File: src/rtl/dump_ctrl_pkg.sv
`default_nettype none
// +-----------------------------------------------------------------------+
// | dump_ctrl_pkg                                                         |
// | State encoding and counter widths shared by the dump window control.  |
// | Revision: 1.0                                                         |
// +-----------------------------------------------------------------------+
package dump_ctrl_pkg;

  localparam int c_FRAME_W = 32;
  localparam int c_HOLD_W  = 16;

  typedef enum logic [1:0] {
    ST_IDLE = 2'd0,
    ST_ARM  = 2'd1,
    ST_DUMP = 2'd2,
    ST_DONE = 2'd3
  } state_t;

endpackage
`default_nettype wire

File: src/rtl/dump_edge.sv
`default_nettype none
// +-----------------------------------------------------------------------+
// | dump_edge                                                             |
// | Falling-edge detector against a one-cycle-delayed copy of the input.  |
// | Revision: 1.0                                                         |
// +-----------------------------------------------------------------------+
module dump_edge (
  input  logic clk,
  input  logic rst,
  input  logic i_sig,
  output logic o_fall
);

  logic r_dly;

  always_ff @(posedge clk) begin
    if (rst) begin
      r_dly <= 1'b0;
    end else begin
      r_dly <= i_sig;
    end
  end

  assign o_fall = r_dly & ~i_sig;

endmodule
`default_nettype wire

File: src/rtl/dump_ctrl.sv
`default_nettype none
// +-----------------------------------------------------------------------+
// | dump_ctrl                                                             |
// | Opens a dump window on a frame match or ROM download end, for LEN     |
// | frames (0 = unlimited), and counts frames since reset.                |
// | Revision: 1.0                                                         |
// +-----------------------------------------------------------------------+
module dump_ctrl
  import dump_ctrl_pkg::*;
#(
  parameter bit                   LOADROM     = 1'b0,
  parameter logic [c_FRAME_W-1:0] START_FRAME = 32'd0,
  parameter logic [c_FRAME_W-1:0] LEN         = 32'd0,
  parameter logic [c_HOLD_W-1:0]  HOLDOFF     = 16'd2000
) (
  input  logic                 clk,
  input  logic                 rst,
  input  logic                 vs,
  input  logic                 dwnld,
  output logic [c_FRAME_W-1:0] frame_cnt,
  output logic                 dump_on,
  output logic                 dump_start,
  output logic                 dump_stop,
  output logic [1:0]           st
);

  logic                 w_vs_fall;
  logic                 w_dl_fall;
  logic                 w_ready;
  state_t               r_state;
  state_t               w_next;
  logic [c_FRAME_W-1:0] r_frame_cnt;
  logic [c_FRAME_W-1:0] r_len;
  logic [c_HOLD_W-1:0]  r_hold;
  logic                 r_start;
  logic                 r_stop;

  dump_edge u_vs_edge (
    .clk    (clk),
    .rst    (rst),
    .i_sig  (vs),
    .o_fall (w_vs_fall)
  );

  dump_edge u_dl_edge (
    .clk    (clk),
    .rst    (rst),
    .i_sig  (dwnld),
    .o_fall (w_dl_fall)
  );

  assign w_ready = (r_hold == HOLDOFF);

  always_comb begin
    w_next = r_state;
    case (r_state)
      ST_IDLE: begin
        if (LOADROM) begin
          if (w_dl_fall && w_ready) begin
            w_next = ST_DUMP;
          end
        end else if (START_FRAME == '0) begin
          w_next = ST_DUMP;
        end else begin
          w_next = ST_ARM;
        end
      end
      ST_ARM: begin
        if (w_vs_fall && (r_frame_cnt == START_FRAME)) begin
          w_next = ST_DUMP;
        end
      end
      ST_DUMP: begin
        // the edge being counted now is the one that completes LEN
        if (w_vs_fall && (LEN != '0) && ((r_len + 32'd1) == LEN)) begin
          w_next = ST_DONE;
        end
      end
      default: w_next = ST_DONE;
    endcase
  end

  always_ff @(posedge clk) begin
    if (rst) begin
      r_state     <= ST_IDLE;
      r_frame_cnt <= '0;
      r_hold      <= '0;
      r_len       <= '0;
      r_start     <= 1'b0;
      r_stop      <= 1'b0;
    end else begin
      r_state <= w_next;
      if (w_vs_fall) begin
        r_frame_cnt <= r_frame_cnt + 32'd1;
      end
      if (!w_ready) begin
        r_hold <= r_hold + 16'd1;
      end
      if (r_state != ST_DUMP) begin
        r_len <= '0;
      end else if (w_vs_fall) begin
        r_len <= r_len + 32'd1;
      end
      r_start <= (w_next == ST_DUMP) && (r_state != ST_DUMP);
      r_stop  <= (w_next == ST_DONE) && (r_state != ST_DONE);
    end
  end

  assign frame_cnt  = r_frame_cnt;
  assign dump_on    = (r_state == ST_DUMP);
  assign dump_start = r_start;
  assign dump_stop  = r_stop;
  assign st         = r_state;

endmodule
`default_nettype wire

File: config.mk
export PLATFORM = sky130hd
export DESIGN_NAME = dump_ctrl
export DESIGN_NICKNAME = d
export VERILOG_FILES = /design/src/rtl/dump_ctrl_pkg.sv /design/src/rtl/dump_edge.sv /design/src/rtl/dump_ctrl.sv
export SDC_FILE = /design/constraint.sdc
export NUM_CORES = 1
export LEC_CHECK = 0
export ABC_CLOCK_PERIOD_IN_PS = 3000
export BUFFER_PORTS_ARGS = -buffer_cell sky130_fd_sc_hd__buf_4
export CAP_MARGIN = 20
export CORE_ASPECT_RATIO = 1.75
export CORE_MARGIN = 3
export CORE_UTILIZATION = 48
export DETAILED_ROUTE_END_ITERATION = 7
export PLACE_DENSITY = 0.72
export SYNTH_ARGS = -nofsm -noshare
export SYNTH_HDL_FRONTEND = slang
export SYNTH_SLANG_ARGS = --single-unit
File: constraint.sdc
create_clock -name clk -period 3 [get_ports clk]
set_input_delay 0.3 -clock clk [delete_from_list [all_inputs] [get_ports clk]]
set_output_delay 0.3 -clock clk [all_outputs]
set_load 0.005 [all_outputs]
==> Word level (Yosys, flattened, before mapping) <==
Index checks and enable logic that the tools add are counted.
{ "op_classes": {"mux": 2, "reduce_logical": 5, "eq_ne": 6, "addsub": 1, "bitwise_logic": 2} }
{ "ops": {"columns": ["operator", "n"], "rows": [
  ["$add A32 B1 Y32 const B", 1],
  ["$logic_not A32 Y1", 1],
  ["$eq A2 B2 Y1 const B", 3],
  ["$pmux W2 S3", 1],
  ["$ne A2 B2 Y1 const B", 2],
  ["$logic_and A1 B1 Y1", 3],
  ["$eq A2 B1 Y1 const B", 1],
  ["$logic_not A2 Y1", 1],
  ["$mux W2", 1],
  ["$and A1 B1 Y1", 1],
  ["$not A1 Y1", 1]
]} }
{ "totals": {"word_cells": 21, "output_inout_bits": 37, "inputBits": 4, "ff_bits": 37} }

==> Depth between registers and ports, before layout <==
Gate-level depths: netlist of run 1.
{ "depth": {"ltp_word": 7, "depth_mapped": 7, "ltp_nobuf": 7} }

==> Modules after synthesis <==
A second synthesis of run 1 with hierarchy kept.
{ "unflattened": {"cells_unflattened": 206, "area_unflattened_um2": 1762.9} }
{ "modules_own_cells": {"columns": ["module", "area_each_um2", "seq_area_each_um2", "instances", "cells_per_inst"], "rows": [
  ["dump_ctrl", 1727.9, 720.7, 1, 203],
  ["dump_edge", 35.0, 20.0, 1, 3]
]} }

==> Least setup slack after synthesis of run 1 <==
Ideal clock, no wire load.
{ "synth_timing": {"path_kind": "register to register", "start": "register r_frame_cnt[0] (netlist: frame_cnt[0])", "end": "register r_frame_cnt[30] (netlist: frame_cnt[30])", "t_arrival_ns": 1.509, "path_slack_ns": 1.364, "period_less_slack_ns": 1.636, "setup_ns": 0.128, "required_time_ns": 2.872, "path_stages_with_launch": 7, "cell_sequence": "dfxtp_1 ha_1 nand4b_1 nor4_4 nand4_1 xor2_1 nor2_1"} }
{ "synth_between": {"elab_chain_cells": 1} }
{ "synth_lines": {"columns": ["item", "line", "rtl"], "rows": [
  ["from (decl)", "dump_ctrl.sv:32", "logic [c_FRAME_W-1:0] r_frame_cnt;"],
  ["from (signal assigned)", "dump_ctrl.sv:94", "r_frame_cnt <= r_frame_cnt + 32'd1;"],
  ["$add A32 B1 Y32", "dump_ctrl.sv:94", null]
]} }
Every way passes these cells.
A chain may end at the register's enable or synchronous reset.

==> Worst setup path in the final report of run 1 <==
{ "layout_timing": {"start": "register u_vs_edge.r_dly", "end": "register r_frame_cnt[25] (netlist: frame_cnt[25])"} }
{ "layout_between": {"elab_chain_cells": 1} }
{ "layout_lines": {"columns": ["item", "line", "rtl"], "rows": [
  ["from (decl)", "dump_edge.sv:14", "logic r_dly;"],
  ["from (signal assigned)", "dump_edge.sv:20", "r_dly <= i_sig;"],
  ["$and A1 B1 Y1", "dump_edge.sv:24", "assign o_fall = r_dly & ~i_sig;"]
]} }
Every way passes these cells.

==> impl_metrics.py, run 1 <==
metrics = {
    "cells_and_area": {
        "final_util_pct": 62.26,
        "areaGrowthSynthToFinish_pct": 24.71,
        "layout-drive-gt1-share_pct": 24.02,
        "antennaDiodeCount": 0,
        "final.fill_count": 327,
        "final_nets": 234,
    },
    "timing": {
        "fin_setup_tns_ps": 0,
        "slew_headroom_pct": 64.95,
        "timing.final.crit_share_pct": 63.96,
        "skew_ps": 4.009,
        "hold_viol": 0,
        "period_needed_ps": 1919,
        "slew_viol_final": 0,
        "tightest_slew_ps": 525.8,
        "finalSetupViolations": 0,
        "rsz0062_at_grt": "no",
        "fmax_mhz": 521.2,
        "setup_slack_ps": 1081,
    },
    "synthesis": {
        "synth_edf_count": 0,
        "ys_warn_count": 0,
        "ys_ff_latch": 37,
        "syn_inst": 189,
        "synth-seq-area-share_pct": 43.66,
        "async_flop_share_pct": 0,
        "synth.distinct_cells": 32,
        "ys.flop_type": "dfxtp_1",
        "avgSynthCellArea_um2": 8.977,
        "syn-num-nets": 195,
        "syn-cell-area_um2": 1697,
    },
    "run_status": {
        "status": "completed",
    },
    "clock_tree": {
        "cts_hold_buf": 0,
        "cts_setup_buffers": 0,
        "numCtsBuffers": 5,
        "htree_levels": 2,
        "cts.sinks": 37,
        "cts.root.buffer_cell": "clkbuf_8",
        "cts_tree": "done",
        "clock_path_buffers": 2,
        "path_clk_slew_ps": 70,
        "clk_latency_ps": 280,
        "cts_resized": 0,
    },
    "power": {
        "peakVddDrop_mv": 0.3117,
        "p_leak_nw": 0.9169,
        "powerDensity_nw_per_um2": 427.4,
        "power_w": 0.0009042,
    },
    "grt": {
        "grt_first_pass_wirelength_mm": 6.134,
        "grt_max_degree": 37,
        "antenna_found_initial": 0,
        "grt_overflow": 0,
        "grt_pass1_vias": 1301,
        "grt_usage_pct": 18.03,
    },
    "critical_path": {
        "worstSetupEndpointType": "flop",
        "cp_slowest_stage_delay_ps": 540,
        "worstSetupStartpointType": "flop",
        "startpoint": "u_vs_edge.r_dly",
        "path_class": "reg2reg",
        "cp.arrival_ps": 2140,
        "required_ps": 3220,
        "r2r-start": "u_vs_edge.r_dly",
        "crit_chain": "nor2b_1 > buf_4 > and4_1 > nand3_1 > or3_1 > a21oi_1",
        "cpMaxStageDelayCell": "and4_1",
        "crit_path_max_fanout": 13,
    },
    "drt": {
        "drtIter0Drc": 18,
        "drt_wl_total_mm": 3.590,
        "drt-pass1-iter-count": 4,
        "final_antenna_net_count": 0,
        "via_count": 1447,
        "drc": 0,
        "wl_per_cell_um": 13.10,
        "vias_per_cell": 5.281,
    },
    "worst_hold_path": {
        "min_path_type": "in2reg",
        "hp-start": "vs",
    },
    "floorplanning": {
        "fp.coreArea_um2": 3398,
        "boundaryPins": 41,
        "die-area_um2": 4312,
        "std_cell_rows": 28,
        "die_h_um": 84.65,
        "initial_core_util_pct": 49.93,
        "fp.dieW_um": 50.94,
    },
    "placed_design": {
        "dp_hpwl_mm": 2.584,
        "place_congestion": 0.7330,
        "portBuffers": 39,
        "pre_cts_slack_ps": 991.2,
    },
    "job": {
        "timing.max_cap.violations": 0,
    },
}
cells in the final DEF (no fill, tap or decap):
cell type / n
and4_1: 2
clkbuf_8: 7
ha_1: 2
conb_1: 1
nor4_4: 1
o21ai_0: 2
and2_1: 3
a21oi_1: 3
nor3b_1: 1
dfxtp_1: 37
nand3_1: 13
or3_1: 3
buf_4: 40
nor4_1: 6
nor3_4: 1
and3_2: 2
nand4_2: 1
xnor2_1: 5
nand4_1: 15
and3_1: 2
nand4_4: 2
nand2_1: 5
clkinv_2: 1
nor3_1: 2
nor4b_1: 1
a211oi_1: 1
nor2_1: 37
a31oi_1: 1
inv_1: 5
nor2b_1: 2
xor2_1: 24
nand4b_1: 1
synth_stat cells (2+ instances only):
library cell / n / area [um^2]
nand3_1: 13 / 65.06
inv_1: 5 / 18.77
and3_1: 2 / 12.51
nand4_1: 15 / 93.84
and4_1: 2 / 17.52
nor3_1: 2 / 10.01
or3_1: 3 / 18.77
clkbuf_1: 5 / 18.77
and3_2: 2 / 15.01
and2_1: 3 / 18.77
nor4_1: 6 / 37.54
xor2_1: 24 / 210.2
buf_4: 2 / 15.01
ha_1: 2 / 25.02
xnor2_1: 5 / 43.79
nand4_4: 2 / 42.54
dfxtp_1: 37 / 740.7
nor2b_1: 2 / 12.51
a21oi_1: 3 / 15.01
nand2_1: 5 / 18.77
o21ai_0: 2 / 10.01
nor2_1: 37 / 138.9
metrics by stage:
step	std cells	area (um^2)	hold slack, ps
2_1_floorplan	189	1697	428.2
3_3_place_gp	266	2014	468.3
3_5_place_dp	266	2014	475.7
4_1_cts	274	2116	244.9
5_1_grt	274	2116	264.0
6_report	274	2116	247.4
critical path, delay by kind of cell, from the launching register on:
kind	cells	cell delay (ps)
AOI/OAI and AO/OA	1	150
buffers and inverters	1	150
and+or+nand+nor	4	1220
DFF	1	320
metal layers:
layer	track usage, %	part of all wire (%)
met1	21.09	41
met3	3.908	4.1
met2	31.96	54
met5	0	0
met4	5.147	1.1
logic make-up (layout without fill, tap and decap cells):
group                    after synthesis  count (layout)  synth area share [%]
AO/OA/AOI/OAI                          7               7                 2.286
XOR/XNOR                              29              29                 14.97
adder cells (fa/ha/maj)                2               2                 1.475
flip-flops                            37              37                 43.66
buffers and inverters                 13              53                 3.392
AND/OR/NAND/NOR                      100             100                 34.00
other                                  1               1                0.2210
registers in the layout, indices dropped and copies added, names as in the netlist:
signal,cells
dump_stop,1
u_vs_edge.r_dly,1
st,2
dump_start,1
frame_cnt,32
power by group:
part | total, W | internal (W) | switching (W)
registers | 0.000497 | 0.000495 | 0.00000264
clock network | 0.000381 | 0.000208 | 0.000173
logic | 0.0000262 | 0.0000115 | 0.0000147
final timing paths:
kind | endpoint | slack, ps | cells past startpoint
worst max-delay path | frame_cnt[25] | 1080 | 6
worst min-delay path | u_vs_edge.r_dly | 250 | 2
worst max register to register | frame_cnt[25] | 1080 | 6
worst min register to register | dump_start | 480 | 1
area by class of cell:
cell class	count	area (um^2)	share of cell area (%)
multi-input cells	139	898.4	42.46
flip-flops and latches	37	740.7	35.01
repair buffers	40	300.3	14.19
clock buffers	7	96.34	4.554
well taps	45	56.30	2.661
inverters	5	18.77	0.8870
clock inverters	1	5.005	0.2365
Note: power is estimated with default switching activity, not from simulation.
==> run 2, diff against run 1 <==
--- a/config.mk
+++ b/config.mk
@@ -5,14 +5,14 @@
 export SDC_FILE = /design/constraint.sdc
 export NUM_CORES = 1
 export LEC_CHECK = 0
-export ABC_CLOCK_PERIOD_IN_PS = 3000
+export ABC_CLOCK_PERIOD_IN_PS = 1600
 export BUFFER_PORTS_ARGS = -buffer_cell sky130_fd_sc_hd__buf_4
 export CAP_MARGIN = 20
 export CORE_ASPECT_RATIO = 1.75
 export CORE_MARGIN = 3
-export CORE_UTILIZATION = 48
+export CORE_UTILIZATION = 47
 export DETAILED_ROUTE_END_ITERATION = 7
-export PLACE_DENSITY = 0.72
+export PLACE_DENSITY = 0.73
 export SYNTH_ARGS = -nofsm -noshare
 export SYNTH_HDL_FRONTEND = slang
 export SYNTH_SLANG_ARGS = --single-unit
==> constraint.sdc (replaced) <==
create_clock -name clk -period 1.6 [get_ports clk]
set_input_delay 0.16 -clock clk [delete_from_list [all_inputs] [get_ports clk]]
set_output_delay 0.16 -clock clk [all_outputs]
set_load 0.005 [all_outputs]
==> run 2 against run 1 <==
Compared with the run above: the run now ends with setup timing left; register-to-register slack got worse by 1100 ps; global-route usage grew 2.9 points; worst setup slack got worse by 1100 ps; clock skew grew 2.6 ps; combinational power rose by 120%; first-iteration DRC count is 140% higher; critical endpoint is now dump_start.
==> impl_metrics.py, run 2 (same netlist as run 1, synthesis figures left out) <==
metrics = {
    "timing": {
        "rsz0062_at_grt": "yes",
        "finalSetupViolations": 4,
        "period_needed_ps": 1635,
        "setup_slack_ps": -34.66,
        "hold_ws_ps": 107.5,
        "timing.final.crit_share_pct": 102.2,
        "fmax_mhz": 611.7,
        "skew_ps": 6.604,
        "hold_viol": 0,
        "slew_viol_final": 0,
    },
    "cells_and_area": {
        "fin_area_um2": 2506,
        "antennaDiodeCount": 0,
        "areaGrowthSynthToFinish_pct": 47.71,
        "final_nets": 274,
        "final_common_cell": "buf_4",
        "largest_reg_flops": 32,
        "final.fill_count": 272,
        "layout_common_cells": "buf_4, nor2_1, dfxtp_1",
        "layout-drive-gt1-share_pct": 42.54,
        "final_util_pct": 73.00,
        "instances_no_fill": 313,
    },
    "placed_design": {
        "place_congestion": 0.8168,
        "dp_hpwl_mm": 3.153,
        "placed_area_um2": 2285,
        "dp_cells": 302,
        "portBuffers": 39,
    },
    "floorplanning": {
        "std_cell_rows": 28,
        "die_h_um": 85.48,
        "boundaryPins": 41,
        "fp.coreArea_um2": 3433,
        "fp.dieW_um": 51.42,
        "die-area_um2": 4395,
        "initial_core_util_pct": 49.42,
    },
    "grt": {
        "grt_usage_pct": 20.97,
        "grt_first_pass_wirelength_mm": 7.003,
        "grt_max_degree": 37,
        "grt_pass1_vias": 1544,
        "antenna_found_initial": 0,
        "grt_overflow": 0,
    },
    "drt": {
        "drt_wl_total_mm": 4.614,
        "drt-pass1-iter-count": 5,
        "final_antenna_net_count": 0,
        "drtIter0Drc": 43,
        "drc": 0,
        "wl_per_cell_um": 14.74,
        "via_count": 1673,
        "vias_per_cell": 5.345,
    },
    "clock_tree": {
        "path_clk_slew_ps": 70,
        "cts_hold_buf": 0,
        "clk_latency_ps": 280,
        "cts.root.buffer_cell": "clkbuf_8",
        "numCtsBuffers": 5,
        "cts.sinks": 37,
        "htree_levels": 2,
        "clock_path_buffers": 2,
        "cts_tree": "done",
    },
    "power": {
        "p_leak_nw": 1.143,
        "power_w": 0.001637,
        "peakVddDrop_mv": 0.8299,
        "powerDensity_nw_per_um2": 653.2,
    },
    "critical_path": {
        "r2r_cells": 6,
        "cp.arrival_ps": 1830,
        "path_class": "reg2reg",
        "worstSetupStartpointType": "flop",
        "required_ps": 1800,
        "worstSetupEndpointType": "flop",
        "crit_path_max_fanout": 3,
    },
    "run_status": {
        "status": "finished, violations left",
        "violations": "setup timing",
    },
    "worst_hold_path": {
        "min_path_cells": 2,
        "min_path_type": "in2reg",
    },
    "job": {
        "timing.max_cap.violations": 0,
    },
}
## run 2: layer usage
metal	track usage [%]	wire length, um	up-vias	part of all wire [%]
met5	0	0	-	0
met3	3.691	165	17	3.6
met2	39.33	2597	47	56
li1	-	-	808	-
met1	20.55	1716	801	37
met4	11.46	134	0	2.9
## run 2: cell type report
class                   instances  area (um^2)  area share (%)
multi-input cells             139        978.4           39.04
flip-flops and latches         37        758.2           30.25
clock buffers                   7        86.33           3.445
inverters                       5        18.77          0.7489
well taps                      45        56.30           2.247
repair buffers                 80        608.1           24.26
## run 2: per-stage QoR
stage / TNS, ps / setup slack, ps
floorplan: 0 / 55.01
detailed placement: -113.0 / -68.83
finish: -85.80 / -34.66
global route: -1262 / -132.6
CTS: 0 / 18.15
global placement: -39.97 / -34.46
## run 2: power by group
| group | internal [W] | total (W) | switching [W] | leakage (nW) |
|---|---|---|---|---|
| logic | 0.0000274 | 0.0000578 | 0.0000304 | 0.793 |
| registers | 0.000926 | 0.000931 | 0.00000531 | 0.305 |
| clock network | 0.000342 | 0.000648 | 0.000307 | 0.0443 |
## run 2: path summary, 6_finish.rpt
| check | start | endpoint | slack (ps) |
|---|---|---|---|
| worst min-delay path | vs | u_vs_edge.r_dly | 110 |
| worst max-delay path | frame_cnt[1] | dump_start | -30 |
| worst min register to register | st[1] | dump_start | 500 |
| worst max register to register | frame_cnt[1] | dump_start | -30 |
## run 2: worst max-delay path, cell delays in order, from the launching register on
cell      delay [ps]
dfxtp_2          340
inv_1             70
ha_2             160
nor4b_4          200
nand4_1          140
or3_4            410
a211oi_1         220
## run 2: repair_timing
action                     CTS  global route
pin swaps                    0             9
buffers inserted             0             4
setup endpoints to repair    5            17
resized for setup            5            25
